--- src/rtl/hwpe_dma_pkg.sv ---
// rtl/hwpe_dma_pkg.sv - shared types and constants for the hwpe DMA loader
package hwpe_dma_pkg;

    localparam int HWPE_ADDR_WIDTH = 16;
    localparam int HWPE_LEN_WIDTH  = 16;
    localparam int DMA_WORD_BYTES  = 8;

    typedef enum logic [1:0] {
        DMA_IDLE = 2'd0,
        DMA_LO   = 2'd1,
        DMA_HI   = 2'd2,
        DMA_LAST = 2'd3
    } dma_state_e;

endpackage

--- src/rtl/hwpe_dma_loader.sv ---
// rtl/hwpe_dma_loader.sv - packs a 32-bit source stream into 64-bit SRAM writes
module hwpe_dma_loader
    import hwpe_dma_pkg::*;
#(
    parameter int ADDR_WIDTH = HWPE_ADDR_WIDTH,
    parameter int LEN_WIDTH  = HWPE_LEN_WIDTH
) (
    input  logic                  clk,
    input  logic                  rst_n,
    input  logic                  cmd_valid,
    output logic                  cmd_ready,
    input  logic [ADDR_WIDTH-1:0] cmd_dst_addr,
    input  logic [LEN_WIDTH-1:0]  cmd_len,
    input  logic                  src_valid,
    output logic                  src_ready,
    input  logic [31:0]           src_data,
    input  logic                  abort,
    output logic                  dma_wen,
    output logic [ADDR_WIDTH-1:0] dma_wa,
    output logic [63:0]           dma_wd,
    output logic                  busy,
    output logic                  done
);

    localparam logic [ADDR_WIDTH-1:0] ALIGN_MASK = ~ADDR_WIDTH'(DMA_WORD_BYTES - 1);
    localparam logic [ADDR_WIDTH-1:0] ADDR_STEP  = ADDR_WIDTH'(DMA_WORD_BYTES);

    dma_state_e            state_q, state_d;
    logic [ADDR_WIDTH-1:0] addr_q, addr_d;
    logic [LEN_WIDTH-1:0]  remain_q, remain_d;
    logic [31:0]           lo_q, lo_d;
    logic                  wen_q, wen_d;
    logic [ADDR_WIDTH-1:0] wa_q, wa_d;
    logic [63:0]           wd_q, wd_d;
    logic                  done_q, done_d;

    // The done cycle is still IDLE, so it has to be masked out of cmd_ready.
    assign cmd_ready = (state_q == DMA_IDLE) && !done_q;
    assign src_ready = (state_q == DMA_LO) || (state_q == DMA_HI);
    assign busy      = (state_q != DMA_IDLE);
    assign dma_wen   = wen_q;
    assign dma_wa    = wa_q;
    assign dma_wd    = wd_q;
    assign done      = done_q;

    always_comb begin
        state_d  = state_q;
        addr_d   = addr_q;
        remain_d = remain_q;
        lo_d     = lo_q;
        wen_d    = 1'b0;
        wa_d     = wa_q;
        wd_d     = wd_q;
        done_d   = 1'b0;

        if (abort) begin
            state_d = DMA_IDLE;
            lo_d    = '0;
        end else begin
            unique case (state_q)
                DMA_IDLE: begin
                    if (cmd_valid && cmd_ready) begin
                        if (cmd_len != '0) begin
                            addr_d   = cmd_dst_addr & ALIGN_MASK;
                            remain_d = cmd_len;
                            state_d  = DMA_LO;
                        end else begin
                            done_d = 1'b1;
                        end
                    end
                end
                DMA_LO: begin
                    if (src_valid) begin
                        lo_d    = src_data;
                        state_d = DMA_HI;
                    end
                end
                DMA_HI: begin
                    if (src_valid) begin
                        wen_d    = 1'b1;
                        wa_d     = addr_q;
                        wd_d     = {src_data, lo_q};
                        addr_d   = addr_q + ADDR_STEP;
                        remain_d = remain_q - 1'b1;
                        state_d  = (remain_q == LEN_WIDTH'(1)) ? DMA_LAST : DMA_LO;
                    end
                end
                DMA_LAST: begin
                    done_d  = 1'b1;
                    state_d = DMA_IDLE;
                end
                default: state_d = DMA_IDLE;
            endcase
        end
    end

    always_ff @(posedge clk or negedge rst_n) begin
        if (!rst_n) begin
            state_q  <= DMA_IDLE;
            addr_q   <= '0;
            remain_q <= '0;
            lo_q     <= '0;
            wen_q    <= 1'b0;
            wa_q     <= '0;
            wd_q     <= '0;
            done_q   <= 1'b0;
        end else begin
            state_q  <= state_d;
            addr_q   <= addr_d;
            remain_q <= remain_d;
            lo_q     <= lo_d;
            wen_q    <= wen_d;
            wa_q     <= wa_d;
            wd_q     <= wd_d;
            done_q   <= done_d;
        end
    end

endmodule
--- config.mk ---
export PLATFORM = sky130hd
export DESIGN_NAME = hwpe_dma_loader
export DESIGN_NICKNAME = d
export VERILOG_FILES = /design/src/rtl/hwpe_dma_pkg.sv /design/src/rtl/hwpe_dma_loader.sv
export SDC_FILE = /design/constraint.sdc
export NUM_CORES = 1
export LEC_CHECK = 0
export ABC_AREA = 1
export ABC_CLOCK_PERIOD_IN_PS = 2470
export CAP_MARGIN = 20
export CORE_MARGIN = 2
export CORE_UTILIZATION = 50
export CTS_CLUSTER_SIZE = 8
export DETAILED_ROUTE_END_ITERATION = 8
export DONT_BUFFER_PORTS = 1
export GPL_ROUTABILITY_DRIVEN = 0
export PLACE_DENSITY = 0.62
export SYNTH_ARGS = -nofsm -noshare
export SYNTH_HDL_FRONTEND = slang
export SYNTH_SLANG_ARGS = --single-unit
--- constraint.sdc ---
create_clock -name clk -period 2.47 [get_ports clk]
set_clock_uncertainty 0.2 [all_clocks]
set_input_delay 0.494 -clock clk [delete_from_list [all_inputs] [get_ports clk]]
set_output_delay 0.494 -clock clk [all_outputs]
set_load 0.05 [all_outputs]
==> results by stage <==
Floorplanning:
- In this run the core area contains 41 standard-cell rows.
- The placeable core area is 0.0127 mm2.
- The initial utilization of the core area, before any placement, comes to 51.5%.
- The die extent in x is 118 um.
- The number of top-level design ports is 154.
- The die covers 0.0140 mm2.
- The die height is 118 um.

Status:
- The checks that failed: hold timing.
- The flow ran to the end, but the final reports show violations.

GRT:
- The first global-routing pass estimated 24.4 mm of wire.
- Global routing finished with a remaining overflow of 0.
- The largest net degree at the start of global routing is 143.
- The via count of the first global-routing pass is 4,981.
- The initial antenna violation count was 0.
- The total routing resource utilization after global routing is 21.4%.

Yosys:
- After synthesis, the cell types taking the most area are dfrtp_1 (54%), nand2_1 (18%), inv_1 (4.6%), nand3_1 (3.8%), o21ai_0 (3.5%).
- Synthesis produced a netlist whose cell count is 807.
- The count of distinct cell types in the synthesized netlist is 30.
- The post-synthesis sequential area ratio is 54.3%.
- After synthesis, the share of flip-flops with an asynchronous set or reset is 100%.
- The fraction of post-synthesis cell area in the top cell type by area is 54.3%.
- In this run, synthesis inferred 0 flip-flops with an integrated enable.
- The cell accounting for the most synthesized area is dfrtp_1.
- The count of yosys warnings during synthesis is 0.
- After synthesis the netlist holds a flip-flop and latch count of 142.
- The mean instance size in the synthesized netlist is 8.12 um2.
- In the synthesized netlist the dominant register cell turns out to be dfrtp_1.
- In this run the cell area of the synthesized design comes to 0.00655 mm2.

Critical path:
- The startpoint identified for the worst register-to-register timing path is state_q[0].
- The worst reg2reg path depth is 8.
- The worst setup path is of the reg2out kind.
- The slowest cell on the critical path is ha_1.
- The signal on the critical path passes through inv_1 -> ha_1.
- The flop-to-flop setup slack is 0.48 ns.
- The critical-path maximum fanout is 5.
- For the worst setup path, the data arrival time is 1.57 ns.
- Counting both buffers and inverters, the worst setup path holds a total of 1.
- STA classifies the critical path startpoint as a flip-flop.
- The largest single stage delay on the critical path is 0.60 ns.
- Data on the critical path is required at its endpoint by 1.78 ns.
- The worst register-to-register path ends at dma_wa[7].
- STA classifies the critical path endpoint as a primary output.
- In this design, the largest share of critical-path delay is due to adder cells.

Routing:
- Dividing the detail-routed wire length by the instance count gives 14.5 um.
- The detailed router placed 5,100 vias in this run.
- The length of the first detailed-routing pass in iterations is 4.
- The post-route antenna net violation count is 0.
- For this block, the routed nets add up to 14.3 mm of wire.
- After detailed routing, the number of remaining DRC violations is 0.
- The average via count per standard cell is 5.17.
- The DRC marker count from the first detailed-route iteration is 330.

STA:
- The actual transition at the worst max-transition pin is 0.544 ns.
- The relative slew slack is 63.8%.
- The aggregate negative setup slack is 0 ns.
- For this run, the top clock speed supported by timing is 442 MHz.
- Setup repair after global routing left no endpoint under its margin.
- The clock period minus final worst setup slack is 2.26 ns.
- The final hold violation count is 142.
- The worst hold slack is -0.425 ns.
- The fraction of the cycle the final worst path needs is 91.5%.
- The final setup violation count is 0.
- The max-slew violation total from the final report is 0.

Power and ir drop:
- The power density of the placed cells is 1460 mW/mm2.
- VDD sags by at most 0.777 mV.
- The static power due to leakage is 3.71 nW.

CTS:
- The library cell used as clock root buffer is clkbuf_16.
- The clock transition at the register clock pins on the worst setup and hold paths after CTS is 0.06 ns.
- Buffers inserted during clock tree synthesis total 17.
- CTS built an H-tree with a depth of 4.
- The number of gates resized after CTS was 0.
- TritonCTS built the clock tree.
- In this run the deepest clock path goes through 2 buffers.
- The clock reaches the later pin of the worst-skew pair after 0.42 ns.
- CTS saw 142 sinks.
- The number of setup buffers added after CTS is 0.

Cells and area:
- The library cell used most frequently in the layout, excluding fill and tap cells, is nand2_1.
- In the layout the commonest cells are nand2_1 (308), dfrtp_1 (142), inv_1 (80), nand3_1 (50), o21ai_0 (46).
- Cells with a size suffix above 1 make up 7.36% of the layout.
- The final cell utilization of the core is 57.1%.
- The number of inserted diodes is 0.
- For this run, the post-layout net count is 879.
- The synthesis-to-layout area growth is 10.9%.

Placed design:
- After legalization and detailed placement, the total HPWL measured 9.43 mm.
- Port buffering added 0 buffers.

Hold path:
- The tightest min-delay check is of the in2async type.

Job:
- The tool flagged a number of max-cap violations equal to 0.
## per-stage QoR
stage | worst slack [ns] | instances | area [um2] | power, W
after detailed placement | 0.490 | 956 | 6650 | 0.00801
final | 0.210 | 987 | 7260 | 0.0106
after global routing | 0.156 | 987 | 7260 | 0.0112
after global placement | 0.534 | 956 | 6650 | 0.00790
after floorplan | 0.209 | 809 | 6560 | 0.00739
after CTS | 0.195 | 987 | 7260 | 0.0107
## power breakdown
group          internal, W  switching [W]
Sequential         0.00311        0.00252
Combinational     0.000816        0.00150
Clock              0.00171       0.000949
Total              0.00564        0.00497
## state kept, by name (all words and copies together), names as in the netlist
| name | flops |
|---|---|
| done | 1 |
| lo_q | 32 |
| dma_wd | 64 |
| addr_q | 13 |
| state_q | 2 |
| dma_wa | 13 |
| remain_q | 16 |
| dma_wen | 1 |
## layer usage
metal,vias to the layer above,global-route usage (%),wire [um]
met5,-,0,0
met4,0,7.66,237
met3,23,6.47,867
met2,131,34.1,6820
met1,2403,27.9,6420
li1,2543,-,-
## worst reg2reg max path: cells and delay by family (launching register included)
| family | cells | cell delay, ns |
|---|---|---|
| AOI/OAI and AO/OA | 1 | 0.09 |
| DFF | 1 | 0.43 |
| adders and majority gates | 1 | 0.31 |
| and+or+nand+nor | 3 | 0.38 |
| buffers and inverters | 3 | 0.45 |
## synth_stat cells, types with 2 or more instances
library cell / number
nand4_1: 8
buf_2: 10
buf_4: 6
inv_2: 3
or2_2: 3
a21oi_1: 2
o21ai_1: 42
ha_1: 7
nor2_2: 5
dfrtp_1: 142
buf_6: 9
clkbuf_1: 8
nand3_1: 50
o21ai_0: 46
inv_1: 80
nor2_4: 3
nor2_1: 36
nand2_1: 308
nand2_4: 2
buf_1: 4
o22ai_1: 24
## worst max path at each step
stage | from | end | slack (ns) | cells past startpoint
5_1_grt | state_q[1] | src_ready | 0.16 | 2
6_report | state_q[1] | src_ready | 0.21 | 2
3_3_place_gp | state_q[0] | dma_wa[9] | 0.53 | 8
2_1_floorplan | state_q[0] | addr_q[3] | 0.21 | 12
3_5_place_dp | state_q[0] | dma_wd[60] | 0.49 | 8
4_1_cts | state_q[1] | src_ready | 0.19 | 2
## cell type report
class | count | area (um2)
Clock buffer | 21 | 450
Timing Repair Buffer | 13 | 123
Clock inverter | 10 | 164
Fill cell | 1194 | 5460
Tap cell | 172 | 215
Multi-Input combinational cell | 544 | 2440
Sequential cell | 142 | 3550
Inverter | 85 | 323
## cells by family (layout without fill, tap and decap cells)
family	count (synthesis)	count (layout)	share of synthesized area, %
multiplexers	1	1	0.153
other	1	3	0.0573
AO/OA/AOI/OAI	116	116	9.42
AND/OR/NAND/NOR	417	417	26.1
adder cells (fa/ha/maj)	7	7	1.34
buffers and inverters	123	129	8.67
flip-flops	142	142	54.3
Note: power is estimated with default switching activity, not from simulation.
